==> config.mk <==
export PLATFORM = sky130hd
export DESIGN_NAME = overture_sequencer
export DESIGN_NICKNAME = d
export VERILOG_FILES = /design/src/rtl/overture_pkg.sv /design/src/rtl/overture_cond_eval.sv /design/src/rtl/overture_sequencer.sv
export SDC_FILE = /design/constraint.sdc
export NUM_CORES = 1
export LEC_CHECK = 0
export ABC_AREA = 1
export CAP_MARGIN = 20
export CORE_UTILIZATION = 44
export DETAILED_ROUTE_END_ITERATION = 12
export PLACE_DENSITY = 0.83
export SETUP_SLACK_MARGIN = 0.2
export SLEW_MARGIN = 40
export SYNTH_ARGS = -nofsm -noshare
export SYNTH_HDL_FRONTEND = slang
export SYNTH_SLANG_ARGS = --single-unit
==> constraint.sdc <==
create_clock -name clk -period 2.9 [get_ports clk]
set_input_delay 0.87 -clock clk [delete_from_list [all_inputs] [get_ports clk]]
set_output_delay 0.87 -clock clk [all_outputs]
set_load 0.05 [all_outputs]
==> src/rtl/overture_pkg.sv <==
// Shared definitions for the Overture fetch/execute sequencer: opcode classes,
// jump condition codes and the sequencer state encoding.
package overture_pkg;

    localparam logic [1:0] OP_IMM  = 2'b00;
    localparam logic [1:0] OP_CALC = 2'b01;
    localparam logic [1:0] OP_COPY = 2'b10;
    localparam logic [1:0] OP_COND = 2'b11;

    localparam logic [2:0] COND_NEVER  = 3'd0;
    localparam logic [2:0] COND_EQ0    = 3'd1;
    localparam logic [2:0] COND_LT0    = 3'd2;
    localparam logic [2:0] COND_LE0    = 3'd3;
    localparam logic [2:0] COND_ALWAYS = 3'd4;
    localparam logic [2:0] COND_NE0    = 3'd5;
    localparam logic [2:0] COND_GE0    = 3'd6;
    localparam logic [2:0] COND_GT0    = 3'd7;

    typedef enum logic [1:0] {
        IDLE     = 2'd0,
        FETCH    = 2'd1,
        EXEC     = 2'd2,
        ALU_WAIT = 2'd3
    } state_e;

    function automatic logic [1:0] op_class(input logic [7:0] instr);
        return instr[7:6];
    endfunction

endpackage

==> src/rtl/overture_cond_eval.sv <==
// Jump condition evaluator: decides whether a conditional jump is taken from
// the 3-bit condition code and the signed condition operand.
module overture_cond_eval
    import overture_pkg::*;
(
    input  logic [2:0] cond,
    input  logic [7:0] val,
    output logic       take
);

    logic is_zero;
    logic is_neg;

    assign is_zero = (val == 8'h00);
    assign is_neg  = val[7];

    // NOTE: take gets a default before the case so no path leaves it unassigned (no latch).
    always_comb begin
        take = 1'b0;
        case (cond)
            COND_NEVER:  take = 1'b0;
            COND_EQ0:    take = is_zero;
            COND_LT0:    take = is_neg;
            COND_LE0:    take = is_neg | is_zero;
            COND_ALWAYS: take = 1'b1;
            COND_NE0:    take = ~is_zero;
            COND_GE0:    take = ~is_neg;
            COND_GT0:    take = ~is_neg & ~is_zero;
            default:     take = 1'b0;
        endcase
    end

endmodule

==> src/rtl/overture_sequencer.sv <==
// Overture CPU fetch/execute sequencer: owns PC and IR, fetches over req/ack,
// issues one-cycle EXEC strobes and resolves conditional jumps via reg3/reg0.
module overture_sequencer
    import overture_pkg::*;
#(
    parameter int                  PC_WIDTH    = 8,
    parameter logic [PC_WIDTH-1:0] RESET_PC    = '0,
    parameter int                  ALU_TIMEOUT = 16
) (
    input  logic                clk,
    input  logic                rst,
    input  logic                run,
    output logic                imem_req,
    output logic [PC_WIDTH-1:0] imem_addr,
    input  logic                imem_ack,
    input  logic [7:0]          imem_data,
    input  logic [7:0]          reg0_val,
    input  logic [7:0]          reg3_val,
    output logic                imm_we,
    output logic [7:0]          imm_data,
    output logic                copy_we,
    output logic [2:0]          copy_src,
    output logic [2:0]          copy_dst,
    output logic                alu_start,
    input  logic                alu_done,
    output logic                branch_taken,
    output logic [PC_WIDTH-1:0] pc,
    output logic [7:0]          ir,
    output logic                busy,
    output logic                fault
);

    localparam int CNT_W = $clog2(ALU_TIMEOUT + 1);

    state_e              state_q;
    logic [PC_WIDTH-1:0] pc_q;
    logic [7:0]          ir_q;
    logic                fault_q;
    logic [CNT_W-1:0]    tmo_cnt_q;

    logic [CNT_W-1:0]    tmo_cnt_inc;
    logic [PC_WIDTH-1:0] jump_target;
    logic [1:0]          cls;
    logic                in_exec;
    logic                cond_take;

    overture_cond_eval u_cond (
        .cond (ir_q[2:0]),
        .val  (reg3_val),
        .take (cond_take)
    );

    assign cls         = op_class(ir_q);
    assign in_exec     = (state_q == EXEC);
    assign tmo_cnt_inc = tmo_cnt_q + 1'b1;
    assign jump_target = PC_WIDTH'(reg0_val);

    // Strobes decode straight from state and IR so async reset clears them at once.
    assign imem_req     = (state_q == FETCH);
    assign imem_addr    = pc_q;
    assign imm_we       = in_exec && (cls == OP_IMM);
    assign copy_we      = in_exec && (cls == OP_COPY);
    assign alu_start    = in_exec && (cls == OP_CALC);
    assign branch_taken = in_exec && (cls == OP_COND) && cond_take;
    assign imm_data     = {2'b00, ir_q[5:0]};
    assign copy_src     = ir_q[5:3];
    assign copy_dst     = ir_q[2:0];
    assign pc           = pc_q;
    assign ir           = ir_q;
    assign busy         = (state_q != IDLE);
    assign fault        = fault_q;

    // NOTE: sequential state uses non-blocking assignments so every register sees pre-edge values.
    always_ff @(posedge clk or negedge rst) begin
        if (!rst) begin
            state_q   <= IDLE;
            pc_q      <= RESET_PC;
            ir_q      <= '0;
            fault_q   <= 1'b0;
            tmo_cnt_q <= '0;
        end else begin
            case (state_q)
                IDLE: begin
                    if (run && !fault_q) begin
                        state_q <= FETCH;
                    end
                end
                FETCH: begin
                    if (imem_ack) begin
                        ir_q    <= imem_data;
                        pc_q    <= pc_q + 1'b1;
                        state_q <= EXEC;
                    end
                end
                EXEC: begin
                    if (cls == OP_CALC) begin
                        tmo_cnt_q <= '0;
                        state_q   <= ALU_WAIT;
                    end else begin
                        if (branch_taken) begin
                            pc_q <= jump_target;
                        end
                        state_q <= run ? FETCH : IDLE;
                    end
                end
                ALU_WAIT: begin
                    tmo_cnt_q <= tmo_cnt_inc;
                    // A completion in the timeout cycle still counts as success.
                    if (alu_done) begin
                        state_q <= run ? FETCH : IDLE;
                    end else if (tmo_cnt_inc >= CNT_W'(ALU_TIMEOUT)) begin
                        fault_q <= 1'b1;
                        state_q <= IDLE;
                    end
                end
                default: state_q <= IDLE;
            endcase
        end
    end

endmodule

==> results.cfg, run 1 <==
[clock_network]
htreeDepth = 1
clock-sinks = 24
post_cts_buffers = 0
cts_tree = yes
cts_root_buffer = clkbuf_4
numCtsBuffers = 3
insertion_delay_ps = 310
clk_path_buf_depth = 2
clk_pin_slew_ps = 120

[worst_setup_path]
crit_path_cell_trace = clkdlybuf4s15_1 -> nor2_2 -> nand2_1 -> nor2_1 -> nand2_1 -> nand3_2 -> nand3_2 -> inv_2 -> buf_12
reg2reg_from = state_q[1]
crit_arrival_ps = 1790
critPathKind = input pin to primary output
crit_path_start_kind = input pin
cp_slowest_cell = clkdlybuf4s15_1
crit_family = simple AND/OR/NAND/NOR gates
reg2reg_depth = 8
cp_num_buf_inv = 3
worstSetupEndpointType = primary output
r2r-end = imem_addr[1]
required_ps = 2030
rrSetupSlack_ps = 1280
path_max_fanout = 2
crit_path_max_incr_delay_ps = 180

[place]
gp_congestion = 0.7851
placed_cell_area_sq_um = 2153
dp_hpwl_mm = 2.629
numPortBuffers = 71

[routing]
routed_wl_mm = 3.302
drc_errors = 0
viasPerCell = 4.779
ant_nets = 0
wire_per_inst_um = 11.08
dr.first_iter.drc_count = 39
firstDrtPassIters = 4
vias = 1424

[timing]
maxSlewHeadroom_pct = 65.45
fin_worst_skew_ps = 15.74
clock.fmax_ghz = 0.3762
setup_tns_ps = 0
tightest_slew_ps = 516.6
fin_crit_ps = 2658
finalCritPeriodShare_pct = 91.67
rsz0062_at_grt = true
hold_viol_final = 0
slew_viol_final = 0
setup_viol = 0

[power]
p_leak_nw = 1.059
vdd_ir_drop_max_mv = 0.6715
p_total_mw = 2.809
p_per_area_nw_per_um2 = 1275

[final_layout]
final_cell_area_sq_um = 2203
final_cell_mix = clkdlybuf4s50_1, nand2_1, dfrtp_1
final_common_cell = clkdlybuf4s50_1
area_delta_synth_final_pct = 43.40
n_antenna_cell = 0
drive_gt1_share_pct = 11.51
fin_nets = 284

[global_routing]
grt_pass1_wl_mm = 5.112
busiest_layer = met2
grt_util_met2_pct = 30.59
gr-usage-met3_pct = 3.571
grt_use_met1_pct = 24.20
antenna_found_initial = 0
grt_pass1_vias = 1227
grt_max_degree = 25
grt_usage_pct = 18.30
overflow = 0

[hold_path]
worstHoldStart = fault
hold_path_end = fault
worstHoldPathCells = 2
hp-class = register to register

[floorplanning]
dieArea_sq_um = 3733
die_h_um = 61.10
start_util_pct = 46.04
coreArea_sq_um = 3337
rows = 21
io_pins = 74
chipWidth_um = 61.10

[logic_synthesis]
synth_area_sq_um = 1536
ys_seq_area_share_pct = 39.09
ys_warn_count = 0
synth_cell_type_count = 30
avgSynthCellArea_sq_um = 7.799
netlist.area_leader.share_pct = 39.09
synthCells = 197
synth_top_area_cell = dfrtp_1
synth_seq_cells = 24
ys_top_cells_by_area = dfrtp_1, nand2_1, buf_4

[flow_run]
cap_violations = 0

[run_status]
status = complete, no violations
## cells by family after synthesis
family	share of synthesized area [%]
buffers and inverters	17.18
other	0.2441
XOR/XNOR	1.710
AND/OR/NAND/NOR	28.18
multiplexers	3.664
AO/OA/AOI/OAI	8.307
flip-flops	39.09
adder cells (fa/ha/maj)	1.628
## area by class of cell
type / instances / area, sq um
flip-flops and latches: 24 / 600.6
clock buffers: 4 / 36.28
multi-input cells: 130 / 693.2
inverters: 19 / 71.32
repair buffers: 75 / 744.5
well taps: 46 / 57.56
fillers: 302 / 1134
## per-layer routing
metal  vias to the layer above  share of wire (%)
li1                        724                  -
met2                        45                 48
met5                         -                  0
met1                       653                 44
met4                         0               0.82
met3                         2                7.0
## how the worst max path moves through the flow
stage | startpoint | endpoint | slack [ps] | depth (start not counted)
after global routing | reg3_val[3] | branch_taken | 160 | 9
after global placement | reg3_val[3] | branch_taken | 20 | 9
final | reg3_val[5] | branch_taken | 240 | 9
after CTS | reg3_val[3] | branch_taken | 210 | 8
after detailed placement | reg3_val[5] | branch_taken | -40 | 9
after floorplan | ir[6] | imm_we | 290 | 1
## registers in the layout (all words and copies together) (netlist names)
register	flops
imem_addr	8
ir	8
state_q	2
fault	1
tmo_cnt_q	5
## what timing repair did
item                                    CTS  global route
endpoints found under the setup margin    1             3
pin swaps                                 7             7
hold buffers                              0             0
hold endpoints to repair                  0             0
resized for setup                        14             6
## where the power goes
group | total [mW] | internal (mW) | switching, mW | leakage (nW)
registers | 0.646 | 0.473 | 0.174 | 0.292
clock network | 0.175 | 0.0766 | 0.0984 | 0.0210
logic | 1.99 | 0.655 | 1.33 | 0.746
## cells in the mapped netlist
cell type	count
nand4_1	2
xor2_1	3
o21ai_1	5
nand3_1	17
or2_1	2
ha_1	2
o31ai_1	1
buf_6	2
o21a_1	1
mux2_1	5
buf_2	1
nand2_2	1
inv_1	15
inv_2	4
o21ai_0	3
dfrtp_1	24
nand3_2	1
nor2_1	17
conb_1	1
nor2_2	1
a32o_1	1
nand2_4	2
a22o_1	1
nor3_2	2
a31oi_1	1
a21oi_1	8
nor3_1	2
o21bai_1	1
nand2_1	49
buf_4	22
## worst reg2reg max path, cell delays in order, from the launching register on
cell	delay (ps)
dfrtp_1	510
nand2_2	220
nor3_2	190
nand3_2	110
buf_4	150
nand2_4	110
nand2_4	100
nand2_1	90
nand2_1	50
## metrics by stage
stage / hold slack (ps) / std cells / utilization (%) / worst slack (ps)
after floorplan: 460.1 / 198 / - / 286.5
after global placement: 477.4 / 294 / 64.53 / 18.31
after detailed placement: 483.8 / 294 / 64.53 / -40.23
after CTS: 519.2 / 298 / 65.58 / 207.7
after global routing: 539.8 / 298 / 66.03 / 158.8
final: 517.2 / 298 / 66.03 / 241.5
Note: power is estimated with default switching activity, not from simulation.
==> inputs of run 2 (changes only) <==
Settings changed: CORE_UTILIZATION 44 to 37, PLACE_DENSITY 0.83 to 0.74.
Clock period 2.9 ns to 2.3 ns, I/O delays scaled along.
==> run 2 against run 1 <==
Effect of this change:
- flip-flop and latch count unchanged
- first-iteration DRC count up 120%
- global-route usage down 2.0 points
- non-clock buffer count up 2
- clock-buffer cell count unchanged
- cell area up 1.9%
- power up 23%
- highest routed layer unchanged
- final cell count up 2.0%
- critical path depth down 1
- sequential power up 27%
- combinational power up 18%
- critical endpoint unchanged
- register-to-register slack worse by 560 ps
==> results.cfg, run 2 (synthesized netlist as in run 1, its figures left out) <==
[final_layout]
fin_nets = 286
final_common_cell = nand2_1
multi_input_area_sq_um = 724.4
regArea_sq_um = 604.3
n_antenna_cell = 0
final_cell_mix = nand2_1, dlygate4sd2_1, dfrtp_1
drive_gt1_share_pct = 19.69
area_delta_synth_final_pct = 46.09
fin_cells = 304
final_cell_area_sq_um = 2245
nFillCells = 385

[floorplanning]
die_h_um = 66.44
start_util_pct = 38.41
io_pins = 74
rows = 23
coreArea_sq_um = 4000
chipWidth_um = 66.44
dieArea_sq_um = 4414

[routing]
wl_met1_mm = 1.500
viasPerCell = 4.684
firstDrtPassIters = 4
wire_per_inst_um = 11.10
dr.max_layer_used = met4
dr_wl_met2_mm = 1.684
ant_nets = 0
wl_met3_um = 171
routed_wl_mm = 3.375
vias = 1424
dr.first_iter.drc_count = 86
drc_errors = 0

[timing]
fin_crit_ps = 2225
setup_viol = 0
tightest_slew_ps = 569.2
rsz0062_at_grt = true
fin_worst_skew_ps = 3.802
slew_viol_final = 0
clock.fmax_ghz = 0.4494
hold_viol_final = 0
finalCritPeriodShare_pct = 96.74
fin_ws_ps = 74.97
maxSlewHeadroom_pct = 61.93
hold_ws_ps = 500.0

[worst_setup_path]
required_ps = 1610
critPathKind = input pin to primary output
cp-startpoint = reg3_val[3]
crit_path_start_kind = input pin
worstSetupEndpointType = primary output
r2r-end = imem_addr[6]
crit_arrival_ps = 1540
path_max_fanout = 2
reg2reg_from = state_q[0]
rrSetupSlack_ps = 720
critical_path.endpoint = branch_taken
reg2reg_depth = 9

[place]
post-place-cells = 299
placed_cell_area_sq_um = 2226
gp_congestion = 0.8668
place_ws_ps = -295.3
dp_hpwl_mm = 2.641
numPortBuffers = 71

[global_routing]
grt_pass1_vias = 1280
grt_usage_pct = 16.34
overflow = 0
grt_max_degree = 14
antenna_found_initial = 0
grt_pass1_wl_mm = 5.630

[clock_network]
htreeDepth = 1
clock-sinks = 24
cts_root_buffer = clkbuf_8
clk_pin_slew_ps = 80
clk_path_buf_depth = 2
insertion_delay_ps = 260
numCtsBuffers = 3
cts_tree = yes

[power]
p_leak_nw = 1.132
vdd_ir_drop_max_mv = 0.8658
p_per_area_nw_per_um2 = 1540

[hold_path]
hp-class = register to register

[flow_run]
cap_violations = 0

[run_status]
status = complete, no violations
## run 2: cell types whose count changed in the layout (fill, tap and decap cells not counted), moves of 4 or more
cell / previous run / this run
clkdlybuf4s50_1: 57 / 20
dlygate4sd2_1: 3 / 32
buf_4: 7 / 13
clkdlybuf4s15_1: 5 / 0
buf_6: 0 / 4
## run 2: per-layer routing
metal / track usage (%) / up-vias
met2: 28.95 / 38
li1: - / 720
met4: 3.457 / 0
met3: 2.241 / 2
met5: 0 / -
met1: 20.91 / 664
## run 2: power by group
group	leakage [nW]	switching, mW	internal [mW]	total (mW)
registers	0.289	0.218	0.602	0.820
logic	0.815	1.69	0.660	2.35
clock network	0.0288	0.133	0.153	0.285
total	1.13	2.04	1.41	3.46
## run 2: worst max-delay path, stage by stage
cell,delay [ps]
buf_6,100
nor2_4,110
nand3_2,70
o21bai_1,140
nand2_1,80
nand3_2,100
clkinvlp_4,100
buf_12,150
## run 2: per-stage QoR
step           total power, mW  utilization, %  setup TNS (ps)
2_1_floorplan            2.777               -               0
3_3_place_gp             3.331           55.65          -265.3
6_report                 3.457           56.12               0
4_1_cts                  3.468           55.40               0
5_1_grt                  3.669           56.12               0
3_5_place_dp             3.358           55.65          -295.3
## run 2: how the worst min path moves through the flow
| stage | start | to | cells past startpoint |
|---|---|---|---|
| 3_3_place_gp | tmo_cnt_q[4] | tmo_cnt_q[4] | 2 |
| 6_report | tmo_cnt_q[4] | tmo_cnt_q[4] | 2 |
| 2_1_floorplan | rst | fault | 0 |
| 5_1_grt | tmo_cnt_q[4] | tmo_cnt_q[4] | 2 |
| 3_5_place_dp | tmo_cnt_q[4] | tmo_cnt_q[4] | 2 |
| 4_1_cts | tmo_cnt_q[4] | tmo_cnt_q[4] | 2 |
## run 2: what timing repair did
item                       CTS  global route
pin swaps                    5             8
resized for setup           64             6
hold buffers                 0             0
hold endpoints to repair     0             0
setup buffers                0             1
setup endpoints to repair   36             4
## run 2: final cells by class
class	count	area share, %
Clock buffer	4	2.453
Inverter	19	3.344
Multi-Input combinational cell	130	32.27
Sequential cell	24	26.92
Tap cell	50	2.787
Timing Repair Buffer	77	32.22
